### config.mk
export PLATFORM = sky130hd
export DESIGN_NAME = row_len_gen
export DESIGN_NICKNAME = d
export VERILOG_FILES = /design/src/rtl/row_len_gen.sv
export SDC_FILE = /design/constraint.sdc
export NUM_CORES = 1
export LEC_CHECK = 0
export CAP_MARGIN = 20
export CORE_MARGIN = 1.5
export CORE_UTILIZATION = 60
export DETAILED_ROUTE_END_ITERATION = 12
export DONT_BUFFER_PORTS = 1
export GPL_ROUTABILITY_DRIVEN = 0
export PLACE_DENSITY_LB_ADDON = 0.25
export SYNTH_ARGS = -nofsm -noshare
export SYNTH_HDL_FRONTEND = slang
export SYNTH_SLANG_ARGS = --single-unit
### constraint.sdc
create_clock -name clk -period 4.15 [get_ports clk]
set_input_delay 0.6225 -clock clk [delete_from_list [all_inputs] [get_ports clk]]
set_output_delay 0.6225 -clock clk [all_outputs]
set_load 0.01 [all_outputs]
### src/rtl/row_len_gen.sv
// Row-length generator: turns a CSR row-pointer stream ptr[0..N] into one
// row length (ptr[i+1]-ptr[i]) per row, behind a 2-entry skid buffer.
module row_len_gen #(
    parameter int unsigned PTR_W     = 32,
    parameter bit          SKIP_ZERO = 1'b0,
    parameter int unsigned CNT_W     = 32
) (
    input  logic             clk,
    input  logic             rstn,
    input  logic             ptr_valid,
    input  logic [PTR_W-1:0] ptr_data,
    input  logic             ptr_last,
    output logic             ptr_ready,
    output logic             times_valid,
    output logic [PTR_W-1:0] times_data,
    input  logic             times_ready,
    output logic             busy,
    output logic             done,
    output logic             err,
    output logic [CNT_W-1:0] rows_sent
);

    typedef enum logic [1:0] {StIdle, StRun, StDrain} state_e;

    state_e             state_q, state_d;
    logic [PTR_W-1:0]   prev_ptr_q, prev_ptr_d;
    logic [PTR_W-1:0]   head_q, head_d;
    logic [PTR_W-1:0]   skid_q, skid_d;
    logic [1:0]         count_q, count_d;
    logic               ptr_ready_q, ptr_ready_d;
    logic               busy_q, busy_d;
    logic               done_q, done_d;
    logic               err_q, err_d;
    logic [CNT_W-1:0]   rows_sent_q, rows_sent_d;

    logic               ptr_acc;
    logic               pop;
    logic               push;
    logic               ptr_dec;
    logic [PTR_W-1:0]   len;

    assign ptr_acc = ptr_valid && ptr_ready_q;
    assign pop     = (count_q != 2'd0) && times_ready;
    assign ptr_dec = ptr_data < prev_ptr_q;
    // A decreasing pointer yields a zero-length row instead of a wrapped value.
    assign len     = ptr_dec ? '0 : (ptr_data - prev_ptr_q);

    // Next-state logic for the FSM, the skid buffer and all registered outputs.
    always_comb begin
        state_d     = state_q;
        prev_ptr_d  = prev_ptr_q;
        head_d      = head_q;
        skid_d      = skid_q;
        count_d     = count_q;
        busy_d      = busy_q;
        done_d      = 1'b0;
        err_d       = err_q;
        rows_sent_d = rows_sent_q;
        push        = 1'b0;

        unique case (state_q)
            StIdle: begin
                if (ptr_acc) begin
                    prev_ptr_d = ptr_data;
                    if (ptr_last) begin
                        // Lone pointer: a matrix with zero rows.
                        done_d = 1'b1;
                    end else begin
                        state_d     = StRun;
                        busy_d      = 1'b1;
                        rows_sent_d = '0;
                    end
                end
            end
            StRun: begin
                if (ptr_acc) begin
                    prev_ptr_d  = ptr_data;
                    rows_sent_d = rows_sent_q + CNT_W'(1);
                    if (ptr_dec) begin
                        err_d = 1'b1;
                    end
                    push = !(SKIP_ZERO && (len == '0));
                    if (ptr_last) begin
                        state_d = StDrain;
                    end
                end
            end
            StDrain: begin
            end
            default: begin
                state_d = StIdle;
            end
        endcase

        // Head register drives the output; skid holds the second entry.
        if (count_q == 2'd0) begin
            if (push) begin
                head_d  = len;
                count_d = 2'd1;
            end
        end else if (count_q == 2'd1) begin
            if (pop && push) begin
                head_d = len;
            end else if (pop) begin
                count_d = 2'd0;
            end else if (push) begin
                skid_d  = len;
                count_d = 2'd2;
            end
        end else begin
            if (pop) begin
                head_d  = skid_q;
                count_d = 2'd1;
            end
        end

        // The last-flagged entry is always the final one pushed, so an empty
        // buffer while draining means it (or a skipped last row) has been handed off.
        if ((state_d == StDrain) && (count_d == 2'd0)) begin
            state_d = StIdle;
            busy_d  = 1'b0;
            done_d  = 1'b1;
        end

        ptr_ready_d = (count_d != 2'd2) && (state_d != StDrain);
    end

    // State and output registers.
    always_ff @(posedge clk or negedge rstn) begin
        if (!rstn) begin
            state_q     <= StIdle;
            prev_ptr_q  <= '0;
            head_q      <= '0;
            skid_q      <= '0;
            count_q     <= 2'd0;
            ptr_ready_q <= 1'b0;
            busy_q      <= 1'b0;
            done_q      <= 1'b0;
            err_q       <= 1'b0;
            rows_sent_q <= '0;
        end else begin
            state_q     <= state_d;
            prev_ptr_q  <= prev_ptr_d;
            head_q      <= head_d;
            skid_q      <= skid_d;
            count_q     <= count_d;
            ptr_ready_q <= ptr_ready_d;
            busy_q      <= busy_d;
            done_q      <= done_d;
            err_q       <= err_d;
            rows_sent_q <= rows_sent_d;
        end
    end

    assign ptr_ready   = ptr_ready_q;
    assign times_valid = (count_q != 2'd0);
    assign times_data  = head_q;
    assign busy        = busy_q;
    assign done        = done_q;
    assign err         = err_q;
    assign rows_sent   = rows_sent_q;

endmodule

==> flow_summary.rst, run 1 <==
.. list-table::
   :header-rows: 1

   * - Metric
     - Value
   * - Result of the run
     - finished, final reports clean
   * - Port buffer count
     - 0
   * - Area of the core
     - 0.0126 mm2
   * - Element type at the critical path end
     - register
   * - Total routed wirelength
     - 16,900 um
   * - Maximum number of pins on one net before global-route repair
     - 137
   * - TritonCTS buffer count
     - 17
   * - Maximum buffer depth of the clock tree
     - 2
   * - Yosys cell types
     - 64
   * - Row count
     - 41
   * - Global router's overall resource usage
     - 25.6%
   * - Die Footprint
     - 0.0136 mm2
   * - Number of max-cap violations
     - 0
   * - Number of storage elements in the synthesis netlist
     - 136
   * - First-pass GRT wire length
     - 27,100 um
   * - Total number of H-tree levels
     - 4
   * - Final setup TNS
     - 0 ns
   * - Required @ worst endpoint
     - 4.41 ns
   * - DRT Pass-1 Iters
     - 5
   * - Worst-path cell chain
     - ha_1, fa_1, nand2b_1, a21oi_2, o211ai_2, a21oi_2, nor2b_1, o211ai_2, mux2_2, a2bb2oi_1
   * - Core occupancy in the finished layout
     - 67.6%
   * - Register area
     - 0.00340 mm2
   * - Hpwl dp
     - 11,900 um
   * - Fraction of final layout cells with drive strength greater than 1
     - 9.43%
   * - Adder-cell share of the synthesized area
     - 5.76%
   * - Startpoint type of the worst setup path
     - register
   * - Async SR Flop Fraction
     - 100%
   * - Xor-xnor portion of the synthesized cell area
     - 5.67%
   * - Gr ovfl total
     - 0
   * - Cells after Synth
     - 863
   * - Initial antenna violation count
     - 0
   * - Post-synth EDFFs
     - 0
   * - # nets final
     - 918
   * - Count of synthesis-stage warnings from yosys
     - 0
   * - Largest family of logic cells by synthesized area
     - compound AO/OA/AOI/OAI gates
   * - Standard cell with the maximum stage delay on the critical path
     - dfrtp_1
   * - Final Hold Fails
     - 0
   * - Num Clock Sinks
     - 136
   * - Post-synthesis share of cell area spent on and, or, nand and nor gates
     - 18.3%
   * - Worst hold path class
     - in2async
   * - Cell area after technology mapping
     - 0.00773 mm2
   * - Crit share post-route
     - 71.7%
   * - Worst Skew
     - 0.00633 ns
   * - Number of vias per cell
     - 5.83
   * - Max incr delay on CP
     - 0.41 ns
   * - Number of routed nets with antenna violations
     - 0
   * - Horizontal die dimension
     - 117 um
   * - Compound-Gate Fraction of Synth Area
     - 20.6%
   * - Fmax
     - 0.336 GHz
   * - Leading cell types in the layout, fill and taps excluded
     - dfrtp_1 (135), nand2_1 (132), o21ai_0 (67)
   * - Relative slew margins
     - 54.8%
   * - Number of top-level pins
     - 106
   * - RSZ-0062 raised after global routing
     - no
   * - Fraction of synthesized area in multiplexers
     - 0.842%
   * - Via count of the first global-routing pass
     - 5,788
   * - DR DRC count
     - 0
   * - Total power density per cell area
     - 785 mW/mm2
   * - Worst-path fanout max
     - 5
   * - Count of routing violations after the opening detailed-route iteration
     - 399
   * - Starting density of the core
     - 61.3%
   * - Part of the Yosys area used for sequential elements
     - 44.0%
   * - Clock slew seen by the registers of the worst setup and hold paths
     - 0.06 ns
   * - Clock period minus worst slack
     - 2.98 ns
   * - Primary flip-flop cell chosen by synthesis mapping
     - dfrtp_1
   * - Worst skew pair latency
     - 0.42 ns
   * - Average wire length per cell after detail routing
     - 16.4 um
   * - Die height
     - 117 um
   * - Leakage power figure
     - 3.88 nW
   * - Peak supply drop
     - 329 uV
   * - Post-CTS setup repair buffer count
     - 0
   * - Critical path arrival
     - 3.23 ns
   * - Final max-slew violation count
     - 0
   * - Total area of multi-input combinational cells
     - 0.00399 mm2
   * - Clock root cell
     - clkbuf_16
   * - Total inserted antenna cells
     - 0
   * - Type of the setup path with the least slack
     - reg2reg
   * - Net count of the mapped netlist
     - 935
   * - # resized after CTS
     - 0
   * - CTS tree
     - built
   * - Average footprint of a synthesized cell
     - 8.96 um2
   * - Overall via count from detail_route
     - 6,015
   * - Post-cts hold buffer count
     - 1
   * - Final setup violation count
     - 0
   * - # fillers
     - 1,012
   * - Worst Tran Pin Value
     - 0.678 ns
   * - Leading cell type in the layout, fill and taps excluded
     - dfrtp_1
   * - Area Growth Syn to Fin
     - 10.4%
stage by stage:
step                      std cells  worst slack [ns]  hold WS [ns]  total power [mW]  cell area, um2
after global routing           1031             0.976         0.236              7.19            8540
after detailed placement        996             0.916         0.329              5.01            7810
after global placement          996              1.04         0.329              4.90            7810
final                          1031              1.17         0.138              6.70            8540
after floorplan                 863              1.24         0.327              4.38            7730
after CTS                      1029              1.18         0.223              6.70            8490
path summary, 6_finish.rpt:
path,start,to,slack (ns),cells past startpoint
max reg2reg,prev_ptr_q[0],times_data[26],1.17,10
min reg2reg,skid_q[23],skid_q[23],0.47,2
min,rstn,rows_sent[10],0.14,1
max,prev_ptr_q[0],times_data[26],1.17,10
max in group asynchronous,rstn,count_q[1],3.43,1
min in group clk,times_ready,count_q[1],0.28,1
state kept, by name, indices dropped and copies added, names as in the netlist:
signal	count
busy	1
count_q	2
done	1
err	1
prev_ptr_q	32
ptr_ready	1
rows_sent	32
skid_q	32
state_q	2
times_data	32
cell families (layout without fill, tap and decap cells):
logic type	count (synthesis)	in the layout
AO/OA/AOI/OAI	249	249
XOR/XNOR	50	50
adder cells (fa/ha/maj)	35	35
buffers and inverters	88	84
flip-flops	136	136
multiplexers	6	6
AND/OR/NAND/NOR	299	299
final cells by class:
type                    instances  area share (%)
clock buffers                  22            5.67
clock inverters                10            1.95
inverters                      44            1.93
multi-input cells             639            46.7
flip-flops and latches        136            39.9
well taps                     172            2.52
repair buffers                  8            1.32
power breakdown:
group	switching [mW]	internal, mW
Clock	0.563	1.07
Sequential	0.325	1.75
Combinational	1.88	1.12
layer usage:
layer	share of wire (%)	vias up	routed length (um)	GRT usage [%]
met3	7.2	25	1210	6.85
met1	44	2853	7370	32.4
li1	-	2970	-	-
met4	1.8	0	301	10.1
met2	47	167	7980	42.2
met5	0	-	0	0
synth_stat cells (all sizes together) (2+ instances only):
| cell | instances | area (um2) |
|---|---|---|
| a21o | 15 | 113 |
| a21oi | 69 | 375 |
| a221o | 2 | 20.0 |
| a22o | 3 | 26.3 |
| a2bb2oi | 2 | 17.5 |
| a311oi | 2 | 35.0 |
| a31oi | 5 | 31.3 |
| a41oi | 2 | 17.5 |
| and2 | 5 | 31.3 |
| and3 | 18 | 118 |
| and4 | 5 | 43.8 |
| buf | 12 | 80.1 |
| clkbuf | 32 | 120 |
| dfrtp | 136 | 3400 |
| ha | 34 | 425 |
| inv | 44 | 165 |
| mux2 | 4 | 45.0 |
| mux2i | 2 | 20.0 |
| nand2 | 132 | 495 |
| nand2b | 10 | 70.1 |
| nand3 | 20 | 105 |
| nand3b | 2 | 15.0 |
| nand4 | 10 | 62.6 |
| nor2 | 54 | 213 |
| nor2b | 7 | 46.3 |
| nor3 | 17 | 85.1 |
| o2111ai | 3 | 26.3 |
| o211ai | 4 | 40.0 |
| o21a | 3 | 22.5 |
| o21ai | 95 | 487 |
| o21bai | 7 | 52.6 |
| o31a | 6 | 52.6 |
| o31ai | 25 | 218 |
| or2 | 6 | 40.0 |
| or3 | 9 | 56.3 |
| or4 | 2 | 22.5 |
| xnor2 | 23 | 201 |
| xor2 | 27 | 236 |
worst max-delay path: cells and delay by family, from the launching register on:
| kind | cells | cell delay (ns) |
|---|---|---|
| DFF | 1 | 0.41 |
| and+or+nand+nor | 2 | 0.32 |
| muxes | 1 | 0.37 |
| AOI/OAI and AO/OA | 5 | 1.11 |
| adders and majority gates | 2 | 0.61 |
Power figures use the tool's default switching activity.
==> run 2, diff against run 1 <==
--- a/config.mk
+++ b/config.mk
@@ -5,6 +5,7 @@
 export SDC_FILE = /design/constraint.sdc
 export NUM_CORES = 1
 export LEC_CHECK = 0
+export ABC_AREA = 1
 export CAP_MARGIN = 20
 export CORE_MARGIN = 1.5
 export CORE_UTILIZATION = 60
==> constraint.sdc (replaced) <==
create_clock -name clk -period 3 [get_ports clk]
set_input_delay 0.45 -clock clk [delete_from_list [all_inputs] [get_ports clk]]
set_output_delay 0.45 -clock clk [all_outputs]
set_load 0.01 [all_outputs]
==> run 2 against run 1 <==
  * Combinational power up 44%
  * The run now ends with negative hold slack left
  * Clock power grew 38%
  * Via count rose by 34%
  * Synthesized area rose by 15%
  * Clock-buffer cell count fell by 1
  * Die area grew 15%
  * Core utilization shrank 1.3 points
  * Largest cell class unchanged
  * Worst setup slack worse by 0.76 ns
  * Hold slack worse by 0.42 ns
  * Design area up 13%
  * Critical endpoint is now skid_q[31]
  * Global-route usage grew 2.4 points
  * Largest power group unchanged
==> flow_summary.rst, run 2 <==
.. list-table::
   :header-rows: 1

   * - Metric
     - Value
   * - Design Area, Final
     - 0.00965 mm2 (was 0.00854 mm2)
   * - Highest routing layer actually used
     - met4 (unchanged)
   * - Cell area after technology mapping
     - 0.00890 mm2 (was 0.00773 mm2)
   * - CTS tree
     - built (unchanged)
   * - Post-route met1 wirelength
     - 9690 um (was 7370 um)
   * - Count of routing violations after the opening detailed-route iteration
     - 749 (was 399)
   * - # resized after CTS
     - 0 (unchanged)
   * - Fmax
     - 0.386 GHz (was 0.336 GHz)
   * - Placed Area
     - 0.00902 mm2 (was 0.00781 mm2)
   * - Number of top-level pins
     - 106 (unchanged)
   * - Worst Skew
     - 0.00859 ns (was 0.00633 ns)
   * - Required @ worst endpoint
     - 3.32 ns (was 4.41 ns)
   * - Clock period minus worst slack
     - 2.59 ns (was 2.98 ns)
   * - Worst skew pair latency
     - 0.43 ns (was 0.42 ns)
   * - Part of the Yosys area used for sequential elements
     - 38.2% (was 44.0%)
   * - Cells after Synth
     - 1,320 (was 863)
   * - Internal Dissipation
     - 5.33 mW (was 3.93 mW)
   * - Num Clock Sinks
     - 136 (unchanged)
   * - Cell type with the largest total area after synthesis
     - dfrtp_1 (unchanged)
   * - Failing checks
     - negative hold slack
   * - Total routed wirelength
     - 21,100 um (was 16,900 um)
   * - First-pass GRT wire length
     - 35,800 um (was 27,100 um)
   * - Post-synth EDFFs
     - 0 (unchanged)
   * - Startpoint type of the worst setup path
     - register (unchanged)
   * - Yosys cell types
     - 49 (was 64)
   * - Final-layout worst hold slack
     - -0.282 ns (was 0.138 ns)
   * - Crit share post-route
     - 86.3% (was 71.7%)
   * - TritonCTS buffer count
     - 17 (unchanged)
   * - RSZ-0062 raised after global routing
     - no (unchanged)
   * - # nets final
     - 1,386 (was 918)
   * - Area Growth Syn to Fin
     - 8.35% (was 10.4%)
   * - Overall via count from detail_route
     - 8,068 (was 6,015)
   * - Clock root cell
     - clkbuf_16 (unchanged)
   * - Result of the run
     - complete, but fails checks (was finished, final reports clean)
   * - Element type at the critical path end
     - register (unchanged)
   * - Global router's overall resource usage
     - 28.0% (was 25.6%)
   * - Switching share of power
     - 44.3% (was 41.3%)
   * - Leading cell types in the layout, fill and taps excluded
     - nand2_1 (490), inv_1 (204), dfrtp_1 (136) (was dfrtp_1 (135), nand2_1 (132), o21ai_0 (67))
   * - Relative slew margins
     - 32.0% (was 54.8%)
   * - Number of max-cap violations
     - 0 (unchanged)
   * - Critical path arrival
     - 2.91 ns (was 3.23 ns)
   * - Number of storage elements in the synthesis netlist
     - 136 (unchanged)
   * - DRT Pass-1 Iters
     - 5 (unchanged)
   * - DR DRC count
     - 0 (unchanged)
   * - Via count of the first global-routing pass
     - 7,458 (was 5,788)
   * - Fraction of final layout cells with drive strength greater than 1
     - 7.01% (was 9.43%)
   * - Primary flip-flop cell chosen by synthesis mapping
     - dfrtp_1 (unchanged)
   * - Die Footprint
     - 0.0156 mm2 (was 0.0136 mm2)
   * - Clock slew seen by the registers of the worst setup and hold paths
     - 0.06 ns (about the same)
   * - Sequential share of power
     - 31.2% (was 30.9%)
   * - Final setup violation count
     - 0 (unchanged)
   * - Setup slack of the critical path after layout
     - 0.412 ns (was 1.17 ns)
   * - Hpwl dp
     - 15,300 um (was 11,900 um)
   * - Leading cell type in the layout, fill and taps excluded
     - nand2_1 (was dfrtp_1)
   * - Net count of the mapped netlist
     - 1,392 (was 935)
   * - Proportion of power drawn by the clock network
     - 23.5% (was 24.4%)
   * - Port buffer count
     - 0 (unchanged)
   * - Area of the core
     - 0.0145 mm2 (was 0.0126 mm2)
   * - Worst Tran Pin Value
     - 1.02 ns (was 0.678 ns)
   * - Row count
     - 44 (was 41)
   * - Average wire length per cell after detail routing
     - 13.9 um (was 16.4 um)
   * - Horizontal die dimension
     - 125 um (was 117 um)
   * - Number of routed nets with antenna violations
     - 0 (unchanged)
   * - Maximum number of pins on one net before global-route repair
     - 137 (unchanged)
   * - Gr ovfl total
     - 0 (unchanged)
   * - Peak supply drop
     - 497 uV (was 329 uV)
   * - Average footprint of a synthesized cell
     - 6.75 um2 (was 8.96 um2)
   * - Most area-consuming cells after synthesis
     - dfrtp_1 (38%), nand2_1 (21%), inv_1 (8.6%) (was dfrtp_1 (44%), nand2_1 (6.4%), ha_1 (5.5%))
   * - Final max-slew violation count
     - 0 (unchanged)
   * - Logic pwr share
     - 45.3% (was 44.7%)
   * - Worst-path fanout max
     - 37 (was 5)
   * - Leakage power figure
     - 5.37 nW (was 3.88 nW)
   * - Final setup TNS
     - 0 ns (unchanged)
   * - Number of vias per cell
     - 5.34 (was 5.83)
   * - Starting density of the core
     - 61.3% (about the same)
   * - Length of routed met3 wiring
     - 1530 um (was 1210 um)
   * - Top-count cell post-synth
     - nand2_1 (was dfrtp_1)
   * - Worst hold path class
     - in2async (unchanged)
   * - Total inserted antenna cells
     - 0 (unchanged)
   * - Type of the setup path with the least slack
     - reg2reg (unchanged)
   * - Total number of H-tree levels
     - 4 (unchanged)
   * - Core occupancy in the finished layout
     - 66.4% (was 67.6%)
   * - Final Hold Fails
     - 136 (was 0)
   * - Maximum buffer depth of the clock tree
     - 2 (unchanged)
   * - Share of the synthesized area in the top cell type
     - 38.2% (was 44.0%)
   * - Total power density per cell area
     - 992 mW/mm2 (was 785 mW/mm2)
   * - Setup slack at placement
     - 0.330 ns (was 0.916 ns)
   * - Initial antenna violation count
     - 0 (unchanged)
   * - Met2 WL
     - 9530 um (was 7980 um)
   * - Async SR Flop Fraction
     - 100% (unchanged)
   * - Most common library cells after synthesis
     - nand2_1 (490), inv_1 (204), dfrtp_1 (136) (was dfrtp_1 (136), nand2_1 (132), o21ai_0 (67))
   * - Count of synthesis-stage warnings from yosys
     - 0 (unchanged)
   * - Net Sw Power
     - 4.24 mW (was 2.77 mW)
   * - Die height
     - 125 um (was 117 um)
-- run 2: changes by cell type in the layout (fill, tap and decap cells not counted), sizes merged, moves of 19 or more --
cell   previous run  this run
nor2             54       132
inv              44       207
a21oi            69        43
nand2           132       496
nand3            20        68
xnor2            23         4
xor2             27         1
o31ai            25         2
-- run 2: worst paths after layout --
kind / startpoint / endpoint / slack, ns / cells past startpoint
setup reg to reg: prev_ptr_q[0] / skid_q[31] / 0.41 / 13
setup / recovery: prev_ptr_q[0] / skid_q[31] / 0.41 / 13
hold / removal: rstn / skid_q[4] / -0.28 / 0
max in group asynchronous: rstn / skid_q[11] / 3.00 / 0
min in group clk: ptr_data[11] / prev_ptr_q[11] / 0.14 / 2
hold reg to reg: skid_q[25] / skid_q[25] / 0.48 / 2
-- run 2: cells by family (layout without fill, tap and decap cells) --
family / Yosys count / after routing / share of synthesized area (%)
AOI/OAI and AO/OA: 154 / 154 / 9.56
xor gates and xnor gates: 5 / 5 / 0.492
adders and majority gates: 35 / 35 / 5.00
buffers and inverters: 236 / 243 / 10.4
DFF: 136 / 136 / 38.2
and+or+nand+nor: 754 / 754 / 36.3
-- run 2: power by group through the flow --
| stage | Sequential (mW) | Clock, mW | Combinational [mW] |
|---|---|---|---|
| 2_1_floorplan | 2.88 | 0 | 3.48 |
| 3_3_place_gp | 2.99 | 0 | 4.16 |
| 3_5_place_dp | 3.02 | 0 | 4.24 |
| 4_1_cts | 2.99 | 2.26 | 4.30 |
| 5_1_grt | 3.07 | 2.34 | 4.96 |
| 6_report | 2.99 | 2.25 | 4.33 |
-- run 2: per-stage QoR --
stage	power, mW	instances
2_1_floorplan	6.36	1320
3_3_place_gp	7.15	1479
3_5_place_dp	7.26	1479
4_1_cts	9.55	1511
5_1_grt	10.4	1511
6_report	9.57	1511
-- run 2: timing repair --
| action | in CTS | in global routing |
|---|---|---|
| setup buffers | 0 | 0 |
| endpoints found under the setup margin | 0 | 0 |
| hold endpoints to repair | 136 | 136 |
-- run 2: per-layer routing --
metal | vias up | GRT usage (%)
met5 | - | 0
met4 | 0 | 9.09
met3 | 29 | 7.09
met2 | 252 | 44.1
met1 | 3696 | 38.2
li1 | 4091 | -
-- run 2: final cells by class --
class                      instances  area [um2]
inverter                         207         782
clock buffer                      21         460
tap                              184         230
clock inverter                    11         170
sequential                       136        3400
multi-input combinational        948        4570
fill                            1293        4890
timing repair buffer               4        30.0
-- run 2: worst max-delay path, stage by stage (launching register included) --
cell	delay, ns
dfrtp_1	0.41
ha_1	0.21
fa_1	0.36
inv_1	0.14
nand3_1	0.11
nand3_2	0.11
nand2_1	0.07
nand2_2	0.08
nand2_1	0.06
nand2_2	0.08
nand2_2	0.06
nand2_4	0.40
nand3_1	0.18
o21ai_0	0.19
